[src/rtl/spi_slave_rx_pkg.sv]
// rtl/spi_slave_rx_pkg.sv - shared state encoding and sizing for the SPI slave receiver
package spi_slave_rx_pkg;

  typedef enum logic {
    ST_IDLE  = 1'b0,
    ST_SHIFT = 1'b1
  } state_t;

  localparam int DEF_WORD_W      = 8;
  localparam int DEF_SYNC_STAGES = 2;
  localparam int DEF_CNT_W       = $clog2(DEF_WORD_W);

  // Bit-counter width; WORD_W is at least 2 so this is always >= 1
  function automatic int cnt_width(input int word_w);
    return $clog2(word_w);
  endfunction

endpackage

[src/rtl/spi_sync.sv]
// rtl/spi_sync.sv - multi-flop 1-bit synchroniser, async reset to 0
module spi_sync #(
  parameter int STAGES = 2
) (
  input  logic i_clk,
  input  logic i_rst,
  input  logic i_d,
  output logic o_q
);

  logic [STAGES-1:0] r_ff;

  // Shift the asynchronous input through the flop chain
  always_ff @(posedge i_clk or posedge i_rst) begin
    if (i_rst) r_ff <= '0;
    else       r_ff <= {r_ff[STAGES-2:0], i_d};
  end

  assign o_q = r_ff[STAGES-1];

endmodule

[src/rtl/spi_slave_rx.sv]
// rtl/spi_slave_rx.sv - oversampled SPI slave receiver; SPI_RX_MISO_EN adds the MISO transmit path
module spi_slave_rx
  import spi_slave_rx_pkg::*;
#(
  parameter int WORD_W      = DEF_WORD_W,
  parameter int SYNC_STAGES = DEF_SYNC_STAGES
) (
  input  logic              CLK,
  input  logic              RESET,
  input  logic              SCK,
  input  logic              MOSI,
  input  logic              CS,
  output logic [WORD_W-1:0] DATA,
  output logic              VALID,
  input  logic              ACK,
  output logic              OVERRUN,
  output logic              FRAME_ERR
`ifdef SPI_RX_MISO_EN
  ,
  input  logic [WORD_W-1:0] TX_DATA,
  output logic              MISO
`endif
);

  localparam int CNT_W = cnt_width(WORD_W);

  logic              w_sck_s, w_mosi_s, w_cs_s;
  logic              r_sck_d, r_cs_d, r_mosi_q;
  logic              r_sck_rise, r_cs_rise, r_cs_fall;
  logic [SYNC_STAGES:0] r_flush;
  logic              r_armed;
  state_t            r_state;
  logic [WORD_W-1:0] r_shift;
  logic [CNT_W-1:0]  r_cnt;

  spi_sync #(.STAGES(SYNC_STAGES)) u_sync_sck  (.i_clk(CLK), .i_rst(RESET), .i_d(SCK),  .o_q(w_sck_s));
  spi_sync #(.STAGES(SYNC_STAGES)) u_sync_mosi (.i_clk(CLK), .i_rst(RESET), .i_d(MOSI), .o_q(w_mosi_s));
  spi_sync #(.STAGES(SYNC_STAGES)) u_sync_cs   (.i_clk(CLK), .i_rst(RESET), .i_d(CS),   .o_q(w_cs_s));

  // Edge strobes; CS rise is only honoured once a genuine CS low has been seen
  // after the synchronisers have flushed, so a reset mid-frame cannot resync
  always_ff @(posedge CLK or posedge RESET) begin
    if (RESET) begin
      r_sck_d    <= 1'b0;
      r_cs_d     <= 1'b0;
      r_mosi_q   <= 1'b0;
      r_sck_rise <= 1'b0;
      r_cs_rise  <= 1'b0;
      r_cs_fall  <= 1'b0;
      r_flush    <= '0;
      r_armed    <= 1'b0;
    end else begin
      r_sck_d    <= w_sck_s;
      r_cs_d     <= w_cs_s;
      r_mosi_q   <= w_mosi_s;
      r_sck_rise <= w_sck_s & ~r_sck_d;
      r_cs_rise  <= w_cs_s & ~r_cs_d & r_armed;
      r_cs_fall  <= ~w_cs_s & r_cs_d;
      r_flush    <= {r_flush[SYNC_STAGES-1:0], 1'b1};
      if (r_flush[SYNC_STAGES] && !w_cs_s) r_armed <= 1'b1;
    end
  end

  // Frame FSM: deserialise words, run the VALID/ACK handshake, flag errors
  always_ff @(posedge CLK or posedge RESET) begin
    if (RESET) begin
      r_state   <= ST_IDLE;
      r_shift   <= '0;
      r_cnt     <= '0;
      DATA      <= '0;
      VALID     <= 1'b0;
      OVERRUN   <= 1'b0;
      FRAME_ERR <= 1'b0;
    end else begin
      OVERRUN   <= 1'b0;
      FRAME_ERR <= 1'b0;
      if (ACK) VALID <= 1'b0;
      case (r_state)
        ST_IDLE: begin
          r_cnt <= '0;
          if (r_cs_rise) r_state <= ST_SHIFT;
        end
        ST_SHIFT: begin
          if (r_cs_fall) begin
            r_state <= ST_IDLE;
            if (r_cnt != '0) FRAME_ERR <= 1'b1;
            r_cnt   <= '0;
            r_shift <= '0;
          end else if (r_sck_rise) begin
            r_shift <= {r_shift[WORD_W-2:0], r_mosi_q};
            if (r_cnt == CNT_W'(WORD_W - 1)) begin
              DATA  <= {r_shift[WORD_W-2:0], r_mosi_q};
              VALID <= 1'b1;
              r_cnt <= '0;
              if (VALID && !ACK) OVERRUN <= 1'b1;
            end else begin
              r_cnt <= r_cnt + CNT_W'(1);
            end
          end
        end
        default: r_state <= ST_IDLE;
      endcase
    end
  end

`ifdef SPI_RX_MISO_EN
  logic              r_sck_fall;
  logic [WORD_W-1:0] r_tx;

  // Transmit shifter: load at frame open and on the first SCK fall of each
  // new word (counter back at 0), otherwise advance one bit per SCK fall
  always_ff @(posedge CLK or posedge RESET) begin
    if (RESET) begin
      r_sck_fall <= 1'b0;
      r_tx       <= '0;
    end else begin
      r_sck_fall <= ~w_sck_s & r_sck_d;
      if (r_state == ST_IDLE) begin
        if (r_cs_rise) r_tx <= TX_DATA;
      end else if (r_sck_fall) begin
        if (r_cnt == '0) r_tx <= TX_DATA;
        else             r_tx <= {r_tx[WORD_W-2:0], 1'b0};
      end
    end
  end

  assign MISO = (r_state == ST_SHIFT) ? r_tx[WORD_W-1] : 1'b0;
`endif

endmodule

[config.mk]
export PLATFORM = sky130hd
export DESIGN_NAME = spi_slave_rx
export DESIGN_NICKNAME = d
export VERILOG_FILES = /design/src/rtl/spi_slave_rx_pkg.sv /design/src/rtl/spi_sync.sv /design/src/rtl/spi_slave_rx.sv
export SDC_FILE = /design/constraint.sdc
export NUM_CORES = 1
export LEC_CHECK = 0
export ABC_CLOCK_PERIOD_IN_PS = 2000
export CORE_MARGIN = 8
export CORE_UTILIZATION = 53
export CTS_CLUSTER_SIZE = 20
export DETAILED_ROUTE_END_ITERATION = 8
export PLACE_DENSITY = 0.87
export SYNTH_ARGS = -nofsm -noshare
export SYNTH_HDL_FRONTEND = slang
export SYNTH_SLANG_ARGS = --single-unit
[constraint.sdc]
create_clock -name CLK -period 2 [get_ports CLK]
set_input_delay 0.4 -clock CLK [delete_from_list [all_inputs] [get_ports CLK]]
set_output_delay 0.4 -clock CLK [all_outputs]
set_load 0.05 [all_outputs]
# Word-level counts from Yosys, hierarchy flattened
# Index checks and enable logic that the tools add are counted.
[op_classes]
n_addsub = 1
eq_ne = 2
n_mux = 22
bitwise = 9
n_reduce_logical = 8
[op_table]
columns = ["operator", "n"]
rows = [
  ["$mux 1", 15],
  ["$mux 7", 2],
  ["$mux 3", 3],
  ["$pmux 3 s2", 1],
  ["$not 1->1", 5],
  ["$and 1x1->1", 4],
  ["$reduce_and 4->1", 1],
  ["$add 3x1->3 const B", 1],
  ["$eq 3x3->1 const B", 1],
  ["$ne 3x3->1 const B", 1],
  ["$reduce_bool 3->1", 1],
  ["$logic_and 1x1->1", 2],
  ["$logic_not 1->1", 2],
  ["$pmux 1 s2", 1],
  ["$reduce_and 2->1", 1],
  ["$reduce_bool 2->1", 1],
]
[word_totals]
register_bits = 38
input_bits = 6
out_inout_bits = 11
wordCells = 60

# Depth between registers and ports, before layout
# Gate-level depths: netlist of run 1.
[logic_depth]
depth_word = 7
mapped_depth = 4
ltp_nobuf = 4

# Cells and area by module
# Synthesis of run 1 repeated with hierarchy kept, for this count alone.
[unflattened]
hier_cells = 100
area_unflattened_um2 = 1396.3
[by_module_without_submodules]
columns = ["mod", "n_inst", "cells_per_inst", "area_per_inst_um2", "seq_area_each_um2"]
rows = [
  ["spi_slave_rx", 1, 91, 1234.9, 800.8],
  ["spi_sync", 3, 3, 53.8, 50.0],
]

# Worst setup path before layout of run 1
# Ideal clock, no wire load.
[synth_path]
path_kind = "register -> register"
startpoint = "register r_cnt[0]"
endpoint = "register DATA[0]"
setup_time_ps = 125
t_arrival_ps = 1269
required_ps = 1875
path_slack_ps = 606
path_stages_with_launch = 5
path_buffers = 0
period_less_slack_ps = 1394
cell_sequence = "dfrtp_1 > ha_1 > ha_1 > nand4b_4 > mux2_2"
[synth_between]
elab_chain_len = 2
[synth_rtl]
columns = ["element", "line", "source"]
rows = [
  ["from (decl)", "spi_slave_rx.sv:34", "logic [CNT_W-1:0] r_cnt;"],
  ["from (signal assigned)", "spi_slave_rx.sv:97", "r_cnt <= r_cnt + CNT_W'(1);"],
  ["$eq 3x3->1", "spi_slave_rx.sv:91", "if (r_cnt == CNT_W'(WORD_W - 1)) begin"],
  ["$reduce_and 4->1 (no line)", "n/a", ""],
  ["to (signal assigned)", "spi_slave_rx.sv:92", "DATA <= {r_shift[WORD_W-2:0], r_mosi_q};"],
  ["to (decl)", "spi_slave_rx.sv:13", "output logic [WORD_W-1:0] DATA,"],
]
# No other way between the ends.
# A chain may end at the register's enable or synchronous reset.

# Final worst setup path of run 1
[layout_path]
startpoint = "register DATA[3]"
endpoint = "output port DATA[3]"
# No word-level cell between the ends.

==> impl_results.md, run 1 <==
- Outcome: finished clean
- Distinct cells, synth: 22
- CP top delay family: buffers and inverters
- WP data required: 1.60 ns
- Port Buffers: 16
- Ys Warns: 0
- Final Setup Violations: 0
- Worst R2R Start: r_cnt[0]$_DFFE_PP0P_
- Post-synthesis cell area: 1400 um2
- Clock slew at reported path FFs: approximately 0.10 ns
- Worst-path cell chain: clkdlybuf4s50_1
- GRT Residual Overflow: 0
- 1st-iter DRT viols: 31
- Max-Cap Viols: 0
- Hold Crit Depth: 0
- Pleak: 0.787 nW
- FILL cells: 189
- Yosys reg bits: 38
- Peak VDD IR: 0.000641 V
- Max Slew Vio Count: 0
- EDFF count, synth: 0
- Post-cts sizing count: 0
- Fin crit share: 0.946
- Ys async rst share: 1.00
- Avg Cell Area, Syn: approximately 14 um2
- Crit-path slowest cell: clkdlybuf4s50_1
- Diode count: 0
- Post-Route WL: 1990 um
- CP max stage delay: 0.80 ns
- Seq/Total Area, Yosys: 0.678
- Die height: just under 70 um
- # IOs: 17
- Initial antenna violation count: 0
- GP Congestion: 0.790
- CTS buffer count: 5
- ANT nets after route: 0
- 1st-pass router iterations: 4
- CP Buf/Inv Count: 1
- Starting Density: 0.561
- Cell taking the most area after synthesis: dfrtp_1
- Design Area, Final: 1650 um2
- Cell Area, Placed: 1590 um2
- Most frequent cells in the layout: 38 x dfrtp_1, 16 x clkdlybuf4s50_1, 10 x inv_1, 8 x mux2_2, 7 x nand2b_1
- Slew HR: 0.664
- CTS tree: built
- Die ar.: 4550 um2
- R2R setup slack: 0.48 ns
- Worst min path class: register to register
- Clock Path Buffers: 2
- Largest net degree at the start of global routing: 26
- DR vias: 794
- Vias per cell: about 5.2
- Hold_ws: 0.361 ns
- Ys flop type: dfrtp_1
- DIE WIDTH: 67.4 um
- RR Endpoint: DATA[5]$_DFFE_PP0P_
- Origin of the worst min-delay path: u_sync_cs.r_ff[0]$_DFF_PP0_
- RSZ-0062 raised after global routing: no
- Share of the synthesized area in the top cell type: 0.678
- CP max FO: 2
- Hold Vio Cnt, Final: 0
- Startpoint Class: register
- Hold path endpoint: u_sync_cs.r_ff[1]$_DFF_PP0_
- Core Region: 2500 um2
- Setup TNS Final: 0 ns
- Worst r2r path cells: 4
- Dpl hpwl: 1400 um
- Postcts setup bufs: 0
- Fin crit period: between 1.5 and 2 ns
- Total track usage: 0.109
- Wire length of the first global-routing pass: 3480 um
- WP data arrival: 1.49 ns
- Worst setup EP type: output pin
- WL per Instance: roughly 13 um
- PwrDens: between 800 and 900 nW/um2
- DRC: 0
- Fmax achieved: ~530 MHz
- H-tree levels: 2
- Root buf cell: clkbuf_4
- Synth area leaders: dfrtp_1 68%, mux2_2 6.4%, nand2b_1 3.1%, ha_1 2.7%, inv_1 2.7%
- Slew at the pin with the worst max-slew slack: 0.503 ns
- Vias in the first global route: 768
- Commonest non-fill, non-tap cell in the layout: dfrtp_1
- Post-Syn Nets: 110
- Rows: 18
- P&R area growth vs syn: 17.3%
- Critical path class: register to output pin
- Clock Sink Count: 38
- Critical path depth: 1
- Cells after Synth: just over 100
- Final nets: between 100 and 150
- Worst Skew: ~0.0082 ns
- Worst-Skew Late Latency: 0.33 ns
- Post-CTS Hold Buffers: 0
- Layout cell share with drive strength beyond 1: 0.148
Yosys cell counts (3+ instances only):
cell type and number:
mux2_2 8, inv_1 10, ha_1 3, dfrtp_1 38
nand2_1 3, nor2_1 4, o221ai_1 4, nand2b_1 7
nand3_1 4, a32o_1 3
how the worst max path moves through the flow:
stage                                     end                 start  slack (ns)
after floorplan           DATA[0]$_DFFE_PP0P_  r_cnt[0]$_DFFE_PP0P_        0.61
after global placement                  VALID       VALID$_DFF_PP0_        0.48
after detailed placement              DATA[5]   DATA[5]$_DFFE_PP0P_        0.46
after CTS                             DATA[3]   DATA[3]$_DFFE_PP0P_        0.07
after global routing                  DATA[1]   DATA[1]$_DFFE_PP0P_        0.03
final                                 DATA[3]   DATA[3]$_DFFE_PP0P_        0.11
registers in the layout, summed over array words and instances, names as in the netlist, 2 cells and up:
signal	count
u_sync_cs.r_ff	2
r_cnt	3
r_flush	3
r_shift	7
u_sync_mosi.r_ff	2
DATA	8
u_sync_sck.r_ff	2
cell families (layout without fill, tap and decap cells):
logic type | Yosys count | in the layout | synth area share
multiplexers | 10 | 10 | 0.0785
AO/OA/AOI/OAI | 12 | 12 | 0.0660
AND/OR/NAND/NOR | 24 | 24 | 0.106
flip-flops | 38 | 38 | 0.678
other | 1 | 1 | 0.00267
adder cells (fa/ha/maj) | 3 | 3 | 0.0268
buffers and inverters | 13 | 34 | 0.0419
report_power, final:
part / switching (mW) / leakage (nW) / internal, mW / total (mW)
Clock: 0.213 / 0.0302 / 0.158 / 0.372
Combinational: 0.0586 / 0.272 / 0.0707 / 0.129
Sequential: 0.0725 / 0.485 / 0.838 / 0.910
Total: 0.344 / 0.787 / 1.07 / 1.41
area by class of cell:
type                            count  area (um2)  area share
Clock buffer                        6        51.3      0.0312
Inverter                           10        37.5      0.0228
Multi-Input combinational cell     50         393       0.239
Sequential cell                    38         951       0.578
Tap cell                           30        37.5      0.0228
Timing Repair Buffer               18         175       0.106
per-stage QoR:
stage	total power, mW	setup slack (ns)	instances	util
3_3_place_gp	1.05	0.479	146	0.638
6_report	1.41	0.108	152	0.658
5_1_grt	1.51	0.0276	152	0.658
2_1_floorplan	1.02	0.606	101	-
4_1_cts	1.43	0.0733	152	0.658
3_5_place_dp	1.06	0.457	146	0.638
routing by layer:
metal  vias to the layer above  global-route usage  wire length, um
met4                         0              0.0862               58
met3                         5              0.0579              158
met2                        21               0.158              888
li1                        378                   -                -
met5                         -                   0                0
met1                       390               0.119              887
(Power assumes the default switching activity.)
==> run 2, diff against run 1 <==
Settings changed: SYNTH_HIERARCHICAL set to 1.
==> run 2 against run 1 <==
Effect of this change: clock skew is 0.0039 ns higher; critical path depth stayed put; register-to-register slack hardly changed; sequential power is 0.5% lower; first-iteration DRC count decreased by 29%; area after synthesis shrank 0.45%; via count increased by 0.38%; critical endpoint is now DATA[4]; global-route usage is 0.69 points higher; power grew 7.7%; sequential share of layout area down 0.61 points; largest cell class unchanged; sequential cell count unchanged.
==> impl_results.md, run 2 <==
- Outcome: finished clean
- Initial antenna violation count: 0 (unchanged)
- Rows: 18 (unchanged)
- Inst Count DP: 145 (-0.68%)
- Core Region: 2480 um2 (-0.90%)
- Largest net degree at the start of global routing: 21 (-19%)
- EDFF count, synth: 0 (unchanged)
- Final Setup Violations: 0 (unchanged)
- Critical path class: register to output pin
- Die height: 67.3 um (-0.17%)
- Worst-path cell chain: clkdlybuf4s50_1
- R2R setup slack: 0.48 ns (about the same)
- Worst setup EP type: output pin
- Worst-Skew Late Latency: 0.34 ns (about the same)
- Commonest non-fill, non-tap cell in the layout: dfrtp_1
- Root buf cell: clkbuf_4
- Post-Syn Nets: 109 (-0.91%)
- Starting Density: 0.564 (+0.00258)
- Share of the synthesized area in the top cell type: 0.681 (+0.00304)
- RR Endpoint: DATA[5]$_DFFE_PP0P_
- ANT nets after route: 0 (unchanged)
- Most frequent cells in the layout: 38 x dfrtp_1, 16 x clkdlybuf4s50_1, 12 x inv_1, 8 x mux2_2, 5 x clkbuf_4
- Wire length of the first global-routing pass: 3870 um (+11%)
- Biggest regs: DATA (8), r_shift (7)
- Top reg by flops: DATA
- Seq/Total Area, Yosys: 0.681 (+0.00304)
- Critical path depth: 1 (unchanged)
- Synth area leaders: dfrtp_1 68%, mux2_2 6.5%, inv_1 3.2%, ha_1 2.7%, a22o_1 2.5%
- Fmax achieved: 519 MHz (-1.8%)
- Critical Path Source: DATA[4]$_DFFE_PP0P_
- H-tree levels: 2 (unchanged)
- CP Buf/Inv Count: 1 (unchanged)
- GRT Residual Overflow: 0 (unchanged)
- CP max FO: 2 (unchanged)
- Die ar.: 4530 um2 (-0.34%)
- GP Congestion: 0.789 (-0.10%)
- Postcts setup bufs: 0 (unchanged)
- Total track usage: 0.116 (+0.00693)
- CP Capture Point: DATA[4]
- Clock slew at reported path FFs: 0.11 ns (about the same)
- Final nets: 131 (-0.76%)
- CP max stage delay: 0.81 ns (about the same)
- Worst R2R Start: r_cnt[0]$_DFFE_PP0P_
- # IOs: 17 (unchanged)
- WP data required: 1.60 ns (about the same)
- Setup TNS Final: 0 ns (unchanged)
- Layout cell share with drive strength beyond 1: 0.138 (-0.00933)
- Startpoint Class: register
- Design Area, Final: 1660 um2 (+1.1%)
- Max-Cap Viols: 0 (unchanged)
- DIE WIDTH: 67.3 um (-0.17%)
- Avg Cell Area, Syn: 14.0 um2 (+0.55%)
- Cell taking the most area after synthesis: dfrtp_1
- Fin crit share: 0.963 (+0.0169)
- Pleak: 0.829 nW (+5.3%)
- Hold Vio Cnt, Final: 0 (unchanged)
- Peak VDD IR: 0.000693 V (+8.1%)
- Worst r2r path cells: 4 (unchanged)
- Post-Route WL: 2230 um (+12%)
- Diode count: 0 (unchanged)
- Port Buffers: 16 (unchanged)
- WL per Instance: 14.6 um (+11%)
- PwrDens: 914 nW/um2 (+6.6%)
- Slew HR: 0.664 (about the same)
- WP data arrival: 1.53 ns (+0.04 ns)
- Fin crit period: 1.93 ns (+0.0338 ns)
- Crit-path slowest cell: clkdlybuf4s50_1
- Cells after Synth: 100 (-0.99%)
- 1st-iter DRT viols: 22 (-29%)
- RSZ-0062 raised after global routing: no
- DRC: 0 (unchanged)
- Largest register FFs: 8 (unchanged)
- Slew at the pin with the worst max-slew slack: 0.503 ns (+0.000349 ns)
- Top post-synthesis cells by count: 38 x dfrtp_1, 12 x inv_1, 8 x mux2_2
- 1st-pass router iterations: 4 (unchanged)
- Post-cts sizing count: 0 (unchanged)
- Vias in the first global route: 835 (+8.7%)
- Clock Path Buffers: 2 (unchanged)
- Yosys reg bits: 38 (unchanged)
- Most numerous cell in the Yosys netlist: dfrtp_1
- Post-synthesis cell area: 1400 um2 (-0.45%)
- Ys Warns: 6 (+6)
- FILL cells: 189 (unchanged)
- Worst min path class: primary input to asynchronous set/reset pin
- CTS tree: built
- Cell Area, Placed: 1590 um2 (-0.39%)
- Max Slew Vio Count: 0 (unchanged)
- Final Non-Filler Cells: 153 (+0.66%)
- Ys flop type: dfrtp_1
- Vias per cell: 5.21 (-0.28%)
- Distinct cells, synth: 22 (unchanged)
- Ys async rst share: 1.00 (unchanged)
- CP top delay family: buffers and inverters
- Clock Sink Count: 38 (unchanged)
- DR vias: 797 (+0.38%)
- Post-CTS Hold Buffers: 0 (unchanged)
- CTS buffer count: 5 (unchanged)
- Worst Skew: 0.0121 ns (+0.00389 ns)
- P&R area growth vs syn: 19.1%
- Dpl hpwl: 1660 um (+19%)
[run 2: cell count changes after synthesis, sizes merged]
cell,delta
a22o,+4
a32o,-3
and2b,-1
and3b,+1
inv,+2
nand2,+1
nand2b,-4
nand3,-2
o221ai,-1
or2,-1
or3b,+3
[run 2: layout make-up]
class	count	area [um2]	share of cell area
timing repair buffer	18	175	0.105
tap	30	37.5	0.0226
inverter	12	45.0	0.0271
clock buffer	7	45.0	0.0271
multi-input combinational	47	379	0.228
sequential	38	951	0.572
clock inverter	1	30.0	0.0181
[run 2: metal layers]
metal,GRT usage,wire length [um],up-vias
met2,0.185,1090,22
li1,-,-,377
met4,0.0783,72,0
met1,0.127,932,389
met3,0.0447,136,9
met5,0,0,-
[run 2: where the power goes]
part           internal (mW)  switching [mW]
Combinational         0.0664          0.0551
Sequential             0.832          0.0729
Clock                  0.265           0.228
[run 2: worst min-delay path by stage]
| stage | from | to | slack (ns) | depth (start not counted) |
|---|---|---|---|---|
| floorplan | RESET | u_sync_cs/r_ff[0]$_DFF_PP0_ | 0.14 | 1 |
| global route | RESET | u_sync_sck/r_ff[1]$_DFF_PP0_ | 0.29 | 2 |
| global placement | u_sync_mosi/r_ff[1]$_DFF_PP0_ | r_mosi_q$_DFF_PP0_ | 0.33 | 0 |
| finish | RESET | u_sync_sck/r_ff[0]$_DFF_PP0_ | 0.28 | 2 |
| detailed placement | u_sync_cs/r_ff[0]$_DFF_PP0_ | u_sync_cs/r_ff[1]$_DFF_PP0_ | 0.34 | 0 |
| CTS | RESET | u_sync_sck/r_ff[1]$_DFF_PP0_ | 0.27 | 2 |
[run 2: cells by family (layout without fill, tap and decap cells)]
logic type	count (synthesis)	in the layout	synth area share
buffers and inverters	15	38	0.0475
AO/OA/AOI/OAI	12	12	0.0636
AND/OR/NAND/NOR	21	21	0.0995
other	1	1	0.00269
multiplexers	10	10	0.0789
flip-flops	38	38	0.681
adder cells (fa/ha/maj)	3	3	0.0269
[run 2: stage by stage]
| stage | hold WS, ns | setup WS (ns) | power [mW] | util |
|---|---|---|---|---|
| finish | 0.283 | 0.0741 | 1.52 | 0.671 |
| global route | 0.288 | 0.00850 | 1.60 | 0.671 |
| CTS | 0.271 | 0.0553 | 1.54 | 0.671 |
| detailed placement | 0.336 | 0.446 | 1.04 | 0.641 |
| global placement | 0.333 | 0.476 | 1.02 | 0.641 |
| floorplan | 0.141 | 0.594 | 0.992 | - |
